==> src/rtl/ysyx_22041071_axi_w_arb.sv <==
// rtl/ysyx_22041071_axi_w_arb.sv - two-requester AXI write arbiter; optional macro YSYX_22041071_AXI_W_ARB_RR_EN selects round-robin
module ysyx_22041071_axi_w_arb (
  input  logic        clk,
  input  logic        reset,
  input  logic        req0_valid,
  input  logic [63:0] req0_addr,
  input  logic [7:0]  req0_len,
  input  logic [1:0]  req0_size,
  input  logic [63:0] req0_data,
  output logic        req0_ready,
  output logic        req0_done,
  output logic [1:0]  req0_resp,
  input  logic        req1_valid,
  input  logic [63:0] req1_addr,
  input  logic [7:0]  req1_len,
  input  logic [1:0]  req1_size,
  input  logic [63:0] req1_data,
  output logic        req1_ready,
  output logic        req1_done,
  output logic [1:0]  req1_resp,
  output logic        cpu_aw_valid,
  output logic [3:0]  cpu_id,
  output logic [63:0] cpu_addr,
  output logic [7:0]  cpu_aw_len,
  output logic [1:0]  cpu_size,
  output logic [63:0] cpu_w_data,
  input  logic        cpu_aw_ready,
  input  logic [1:0]  cpu_w_resp,
  output logic        arb_busy
);

  localparam logic [1:0] IDLE  = 2'd0;
  localparam logic [1:0] ISSUE = 2'd1;
  localparam logic [1:0] BUSY  = 2'd2;
  localparam logic [1:0] DONE  = 2'd3;

  logic [1:0] state;
  logic       any_valid;
  logic       win;
  logic       grant;
  logic       granted;

`ifdef YSYX_22041071_AXI_W_ARB_RR_EN
  logic       last_grant;

  // Remember who won last so a contested grant alternates
  always_ff @(posedge clk) begin
    if (reset) begin
      last_grant <= 1'b1;
    end else if (grant) begin
      last_grant <= win;
    end
  end

  // Pick the winner: lone request wins, contested goes to the one not served last
  always_comb begin
    any_valid = req0_valid | req1_valid;
    if (req0_valid && req1_valid) begin
      win = ~last_grant;
    end else begin
      win = req1_valid;
    end
  end
`else
  // Pick the winner: requester 0 always has priority
  always_comb begin
    any_valid = req0_valid | req1_valid;
    win       = ~req0_valid;
  end
`endif

  assign grant   = (state == IDLE) && any_valid;
  assign granted = cpu_id[0];

  // Transaction sequencing: grant, address issue, wait for engine, report
  always_ff @(posedge clk) begin
    if (reset) begin
      state <= IDLE;
    end else begin
      case (state)
        IDLE:    if (any_valid)    state <= ISSUE;
        ISSUE:   if (cpu_aw_ready) state <= BUSY;
        BUSY:    if (cpu_aw_ready) state <= DONE;
        default: state <= IDLE;
      endcase
    end
  end

  // Capture the winner's request; held until the transaction retires
  always_ff @(posedge clk) begin
    if (reset) begin
      cpu_id     <= 4'd0;
      cpu_addr   <= 64'd0;
      cpu_aw_len <= 8'd0;
      cpu_size   <= 2'd0;
      cpu_w_data <= 64'd0;
    end else if (grant) begin
      cpu_id     <= {3'b000, win};
      cpu_addr   <= win ? req1_addr : req0_addr;
      cpu_aw_len <= win ? req1_len  : req0_len;
      cpu_size   <= win ? req1_size : req0_size;
      cpu_w_data <= win ? req1_data : req0_data;
    end
  end

  assign cpu_aw_valid = (state == ISSUE);
  assign arb_busy     = (state != IDLE);

  assign req0_ready = grant && !win;
  assign req1_ready = grant && win;
  assign req0_done  = (state == DONE) && !granted;
  assign req1_done  = (state == DONE) && granted;
  assign req0_resp  = req0_done ? cpu_w_resp : 2'b00;
  assign req1_resp  = req1_done ? cpu_w_resp : 2'b00;

endmodule
==> config.mk <==
export PLATFORM = sky130hd
export DESIGN_NAME = ysyx_22041071_axi_w_arb
export DESIGN_NICKNAME = d
export VERILOG_FILES = /design/src/rtl/ysyx_22041071_axi_w_arb.sv
export SDC_FILE = /design/constraint.sdc
export NUM_CORES = 1
export LEC_CHECK = 0
export BUFFER_PORTS_ARGS = -buffer_cell sky130_fd_sc_hd__buf_2
export CORE_AREA = 2 2 169 171
export DETAILED_ROUTE_END_ITERATION = 12
export DIE_AREA = 0 0 171 173
export SETUP_SLACK_MARGIN = 0.15
export SLEW_MARGIN = 10
export SYNTH_ARGS = -nofsm -noshare
export SYNTH_HDL_FRONTEND = slang
export SYNTH_SLANG_ARGS = --single-unit
==> constraint.sdc <==
create_clock -name clk -period 1.8 [get_ports clk]
set_input_delay 0.09 -clock clk [delete_from_list [all_inputs] [get_ports clk]]
set_output_delay 0.09 -clock clk [all_outputs]
set_load 0.005 [all_outputs]
* Yosys cells after proc, flatten, opt, wreduce, memory -nomap -nowiden *
Cells that the tools add are included.
W data, S select, Z words.

operators by class
  bitwise operators = 2
  mux-type cells = 10
  reductions and logical operators = 9
  equal/unequal tests = 6

operator list
  operator              number
  $mux W64              2
  $mux W2               6
  $mux W8               1
  $pmux W2 S3           1
  $logic_and A1 B1 Y1   5
  $eq A2 B2 Y1 const B  2
  $ne A2 B2 Y1 const B  2
  $reduce_and A3 Y1     1
  $eq A2 B1 Y1 const B  1
  $logic_not A2 Y1      1
  $ne A2 B1 Y1 const B  1
  $reduce_bool A2 Y1    1
  $logic_not A1 Y1      1
  $not A1 Y1            1
  $or A1 B1 Y1          1

storage, ports and cells
  logic and storage cells = 33
  bits in registers = 141

* Depth between registers and ports, before layout *
  depth in word-level cells = 3
  mapped depth = 8
  depth with buffers taken out = 5

* Least setup slack after synthesis *
OpenSTA, ideal clock, no wires.

  path kind = register to register
  start point = reg state[0]
  end point = reg cpu_addr[0]
  cell stages (with the launch flop) = 9
  data arrival time = 1.301 ns
  setup slack = 0.353 ns
  data required time = 1.654 ns
  path through = dfxtp_1 -> inv_1 -> ha_1 -> o21a_1 -> buf_6 -> buf_6 -> buf_2 -> nor2_1 -> a211oi_2

between the ends
  cells in the longest elaborated chain, start to end = 2

ends and longest elaborated chain
  what                    line  source
  from (decl)             37    logic [1:0] state;
  from (signal assigned)  78    state <= IDLE;
  from (signal assigned)  81    IDLE: if (any_valid) state <= ISSUE;
  from (signal assigned)  82    ISSUE: if (cpu_aw_ready) state <= BUSY;
  $logic_not A2 Y1        72    assign grant = (state == IDLE) && any_valid;
  $logic_and A1 B1 Y1     72
  to (signal assigned)    99    cpu_addr <= win ? req1_addr : req0_addr;
  to (decl)               23    output logic [63:0] cpu_addr,

Every way passes these cells.
A chain may end at the register's enable or synchronous reset.

* Worst setup path after layout *
  start point = reg state[1]
  end point = out req1_ready

between the ends
  cells in the longest elaborated chain, start to end = 3

ends and longest elaborated chain
  what                 line  source
  $logic_not A2 Y1     72
  $logic_and A1 B1 Y1  72
  $logic_and A1 B1 Y1  110   assign req1_ready = grant && win;
  to (decl)            18    output logic req1_ready,

Every way passes these cells.

==> flow_summary.json <==
{
  "status": "finished clean",
  "cp.buffers_inverters": 4,
  "syn-cell-area_um2": 7070,
  "coreArea_um2": 27600,
  "syn_to_final_growth_pct": 52.2,
  "htreeDepth": 4,
  "min_from": "req1_addr[57]",
  "p_clk_frac": 0.214,
  "hold_path_class": "input pin to flop",
  "ff_latch_area_um2": 2830,
  "ys_warn_count": 0,
  "synth_cell_types": 22,
  "grt_pass1_vias": 6125,
  "clk_latency_ps": 410,
  "relSlewSlack": 0.595,
  "grt_use_met2": 0.253,
  "crit_chain": "inv_4 -> ha_4 -> o21a_4 -> buf_12 -> buf_8 -> nor2b_4 -> buf_2",
  "route.detailed.drc": 0,
  "pwr-share-seq": 0.302,
  "ys_async_sr_fraction": 0,
  "setup_viol": 0,
  "r2r_start": "state[1]",
  "synth_edf_count": 0,
  "route.detailed.wl_per_inst_um": 14.8,
  "grt_max_degree": 50,
  "synth_top_area_frac": 0.400,
  "grt_pass1_wl_um": 32100,
  "placed_cell_area_um2": 9770,
  "rsz0062_at_grt": "yes",
  "overflow": 0,
  "cts_buffers": 17,
  "grtUsageMet1": 0.156,
  "multi_input_area_um2": 3870,
  "ir_drop_mv": 0.703,
  "vias": 6503,
  "period_share": 0.916,
  "design_area_um2": 10800,
  "cap_violations": 0,
  "ctsLongestPathBuffers": 2,
  "synth_most_common_cell": "dfxtp_1",
  "grt_use_met3": 0.0378,
  "routabilityCongestion": 0.750,
  "setup_tns_ps": 0,
  "path_class": "flop to output port",
  "p_switching_mw": 5.93,
  "totalWireLength_um": 22000,
  "post-route-util": 0.389,
  "start_kind": "flop",
  "nFillCells": 2748,
  "fin_crit_ps": 1650,
  "final-max-slew-violation-count": 0,
  "clkTransAtPathRegs_ps": 70,
  "ys_ff_latch": 141,
  "hold_viol": 0,
  "crit_slowest_cell": "dfxtp_4",
  "powerDensity_nw_per_um2": 1510,
  "worstMarginPinSlew_ps": 607,
  "avgViaCountPerCell": 4.38,
  "swShare": 0.365,
  "start_util": 0.256,
  "die_y_um": 173,
  "max_freq_ghz": 0.606,
  "p_leak_nw": 5.22,
  "die_area_um2": 29600,
  "syn_inst": 651,
  "dpl_worst_slack_ps": 150,
  "cp-end-kind": "output port",
  "ios": 435,
  "fin_nets": 1382,
  "finalWorstSetupSlack_ps": 151,
  "avgSynthCellArea_um2": 10.9,
  "synth_area_leaders": "dfxtp_1 40%, a211oi_2 24%, mux2i_1 20%",
  "clock_skew_ps": 7.73,
  "synth_top_area_cell": "dfxtp_1",
  "hpwl_um": 16200,
  "cp_max_fo": 4,
  "power_frac_comb": 0.483,
  "cp.required_ps": 1710,
  "cp_top_family": "buffers and inverters",
  "ys_seq_area_frac": 0.400,
  "cts_root_buf": "clkbuf_16",
  "internal-power_mw": 10.3,
  "cts_hold_buffers": 0,
  "firstDrtPassIters": 4,
  "clkSinkCount": 141,
  "critPathArrivalTime_ps": 1560,
  "synth_ff_type": "dfxtp_1",
  "portBuffers": 431,
  "drive_above_1_share": 0.603,
  "die_w_um": 171,
  "crit_start": "state[1]",
  "grt-busiest-layer": "met2",
  "cts_tree": "built",
  "antenna_found_initial": 0,
  "slowest_delay_ps": 370,
  "drtIter0Drc": 220,
  "track_usage": 0.139,
  "num_rows": 61,
  "ys_top_cells_by_count": "141 x dfxtp_1, 139 x nor2_1, 138 x a211oi_2, 138 x mux2i_1, 24 x buf_4",
  "ant_nets": 0
}
==> sequential cells by signal (all words and copies together) (netlist names) <==
signal / cells
cpu_addr: 64
cpu_w_data: 64
cpu_aw_len: 8
cpu_size: 2
state: 2
cpu_id: 1
==> logic make-up (layout without fill, tap and decap cells) <==
family / Yosys count / count (layout) / synth area share
AO/OA/AOI/OAI: 145 / 145 / 0.252
AND/OR/NAND/NOR: 151 / 151 / 0.0845
buffers and inverters: 70 / 523 / 0.0593
multiplexers: 138 / 138 / 0.196
adder cells (fa/ha/maj): 5 / 5 / 0.00885
other: 1 / 4 / 0.000531
flip-flops: 141 / 141 / 0.400
==> final cells by class <==
cell class | instances | share of cell area
tap | 378 | 0.0440
antenna | 1 | 0.000233
inverter | 4 | 0.00186
timing repair buffer | 488 | 0.278
multi-input combinational | 442 | 0.360
sequential | 141 | 0.263
clock inverter | 12 | 0.0129
clock buffer | 19 | 0.0402
==> tightest hold or removal path: stages <==
cell	delay [ps]
buf_2	100
mux2i_1	140
a211oi_2	80
==> metrics by stage <==
stage / power [mW] / cells / hold WS (ps)
final: 16.2 / 1485 / 49.2
after global routing: 17.4 / 1484 / 30.4
after CTS: 15.7 / 1475 / 25.6
after detailed placement: 11.6 / 1438 / 459
after global placement: 11.5 / 1438 / 461
after floorplan: 9.24 / 653 / 290
==> layer usage <==
layer / wire length [um] / part of all wire
met3: 1580 / 0.072
met1: 9070 / 0.41
met2: 11100 / 0.50
met5: 0 / 0
met4: 294 / 0.013
==> cell usage in the layout, fill, tap and decap left out <==
master,Yosys,routed
inv_6,0,3
inv_4,0,2
nor2_2,0,3
a211oi_2,138,138
ha_4,0,1
nor3b_1,1,1
and3_1,2,2
clkbuf_1,18,2
bufinv_16,0,2
buf_16,0,5
bufbuf_16,0,1
clkinv_2,0,1
buf_8,0,6
o21ai_0,2,2
o21bai_1,1,1
clkinv_4,0,2
nor2_1,139,136
buf_2,17,429
conb_1,1,3
nor2b_4,0,2
diode_2,0,1
o21ba_2,1,1
inv_1,4,2
buf_4,24,24
o21a_4,0,1
o41ai_1,2,2
buf_6,6,10
dfxtp_4,0,2
buf_12,0,8
ha_1,5,4
clkinvlp_4,0,4
nor2b_1,4,2
clkbuf_16,0,22
nor3_1,1,1
dfxtp_1,141,139
mux2i_1,138,138
and2_1,4,4
==> power by group through the flow <==
stage	logic, mW	clock network, mW	registers (mW)
2_1_floorplan	4.21	0	5.04
3_3_place_gp	6.58	0	4.91
3_5_place_dp	6.71	0	4.93
4_1_cts	7.18	3.62	4.89
5_1_grt	8.56	3.74	5.06
6_report	7.84	3.48	4.91
==> what timing repair did <==
item / CTS / global route
gates cloned: 2 / 5
buffers inserted: 4 / 4
endpoints found under the setup margin: 7 / 116
endpoints found under the hold margin: 0 / 0
pin swaps: 0 / 1
resized for setup: 10 / 31
==> worst paths after layout <==
| kind | cells after the start | endpoint | slack (ps) |
|---|---|---|---|
| max | 7 | req1_ready | 150 |
| min | 3 | cpu_addr[57] | 50 |
| max reg2reg | 9 | cpu_addr[5] | 190 |
| min reg2reg | 2 | cpu_addr[32] | 510 |
No activity file was read; power rests on OpenSTA's default activity.
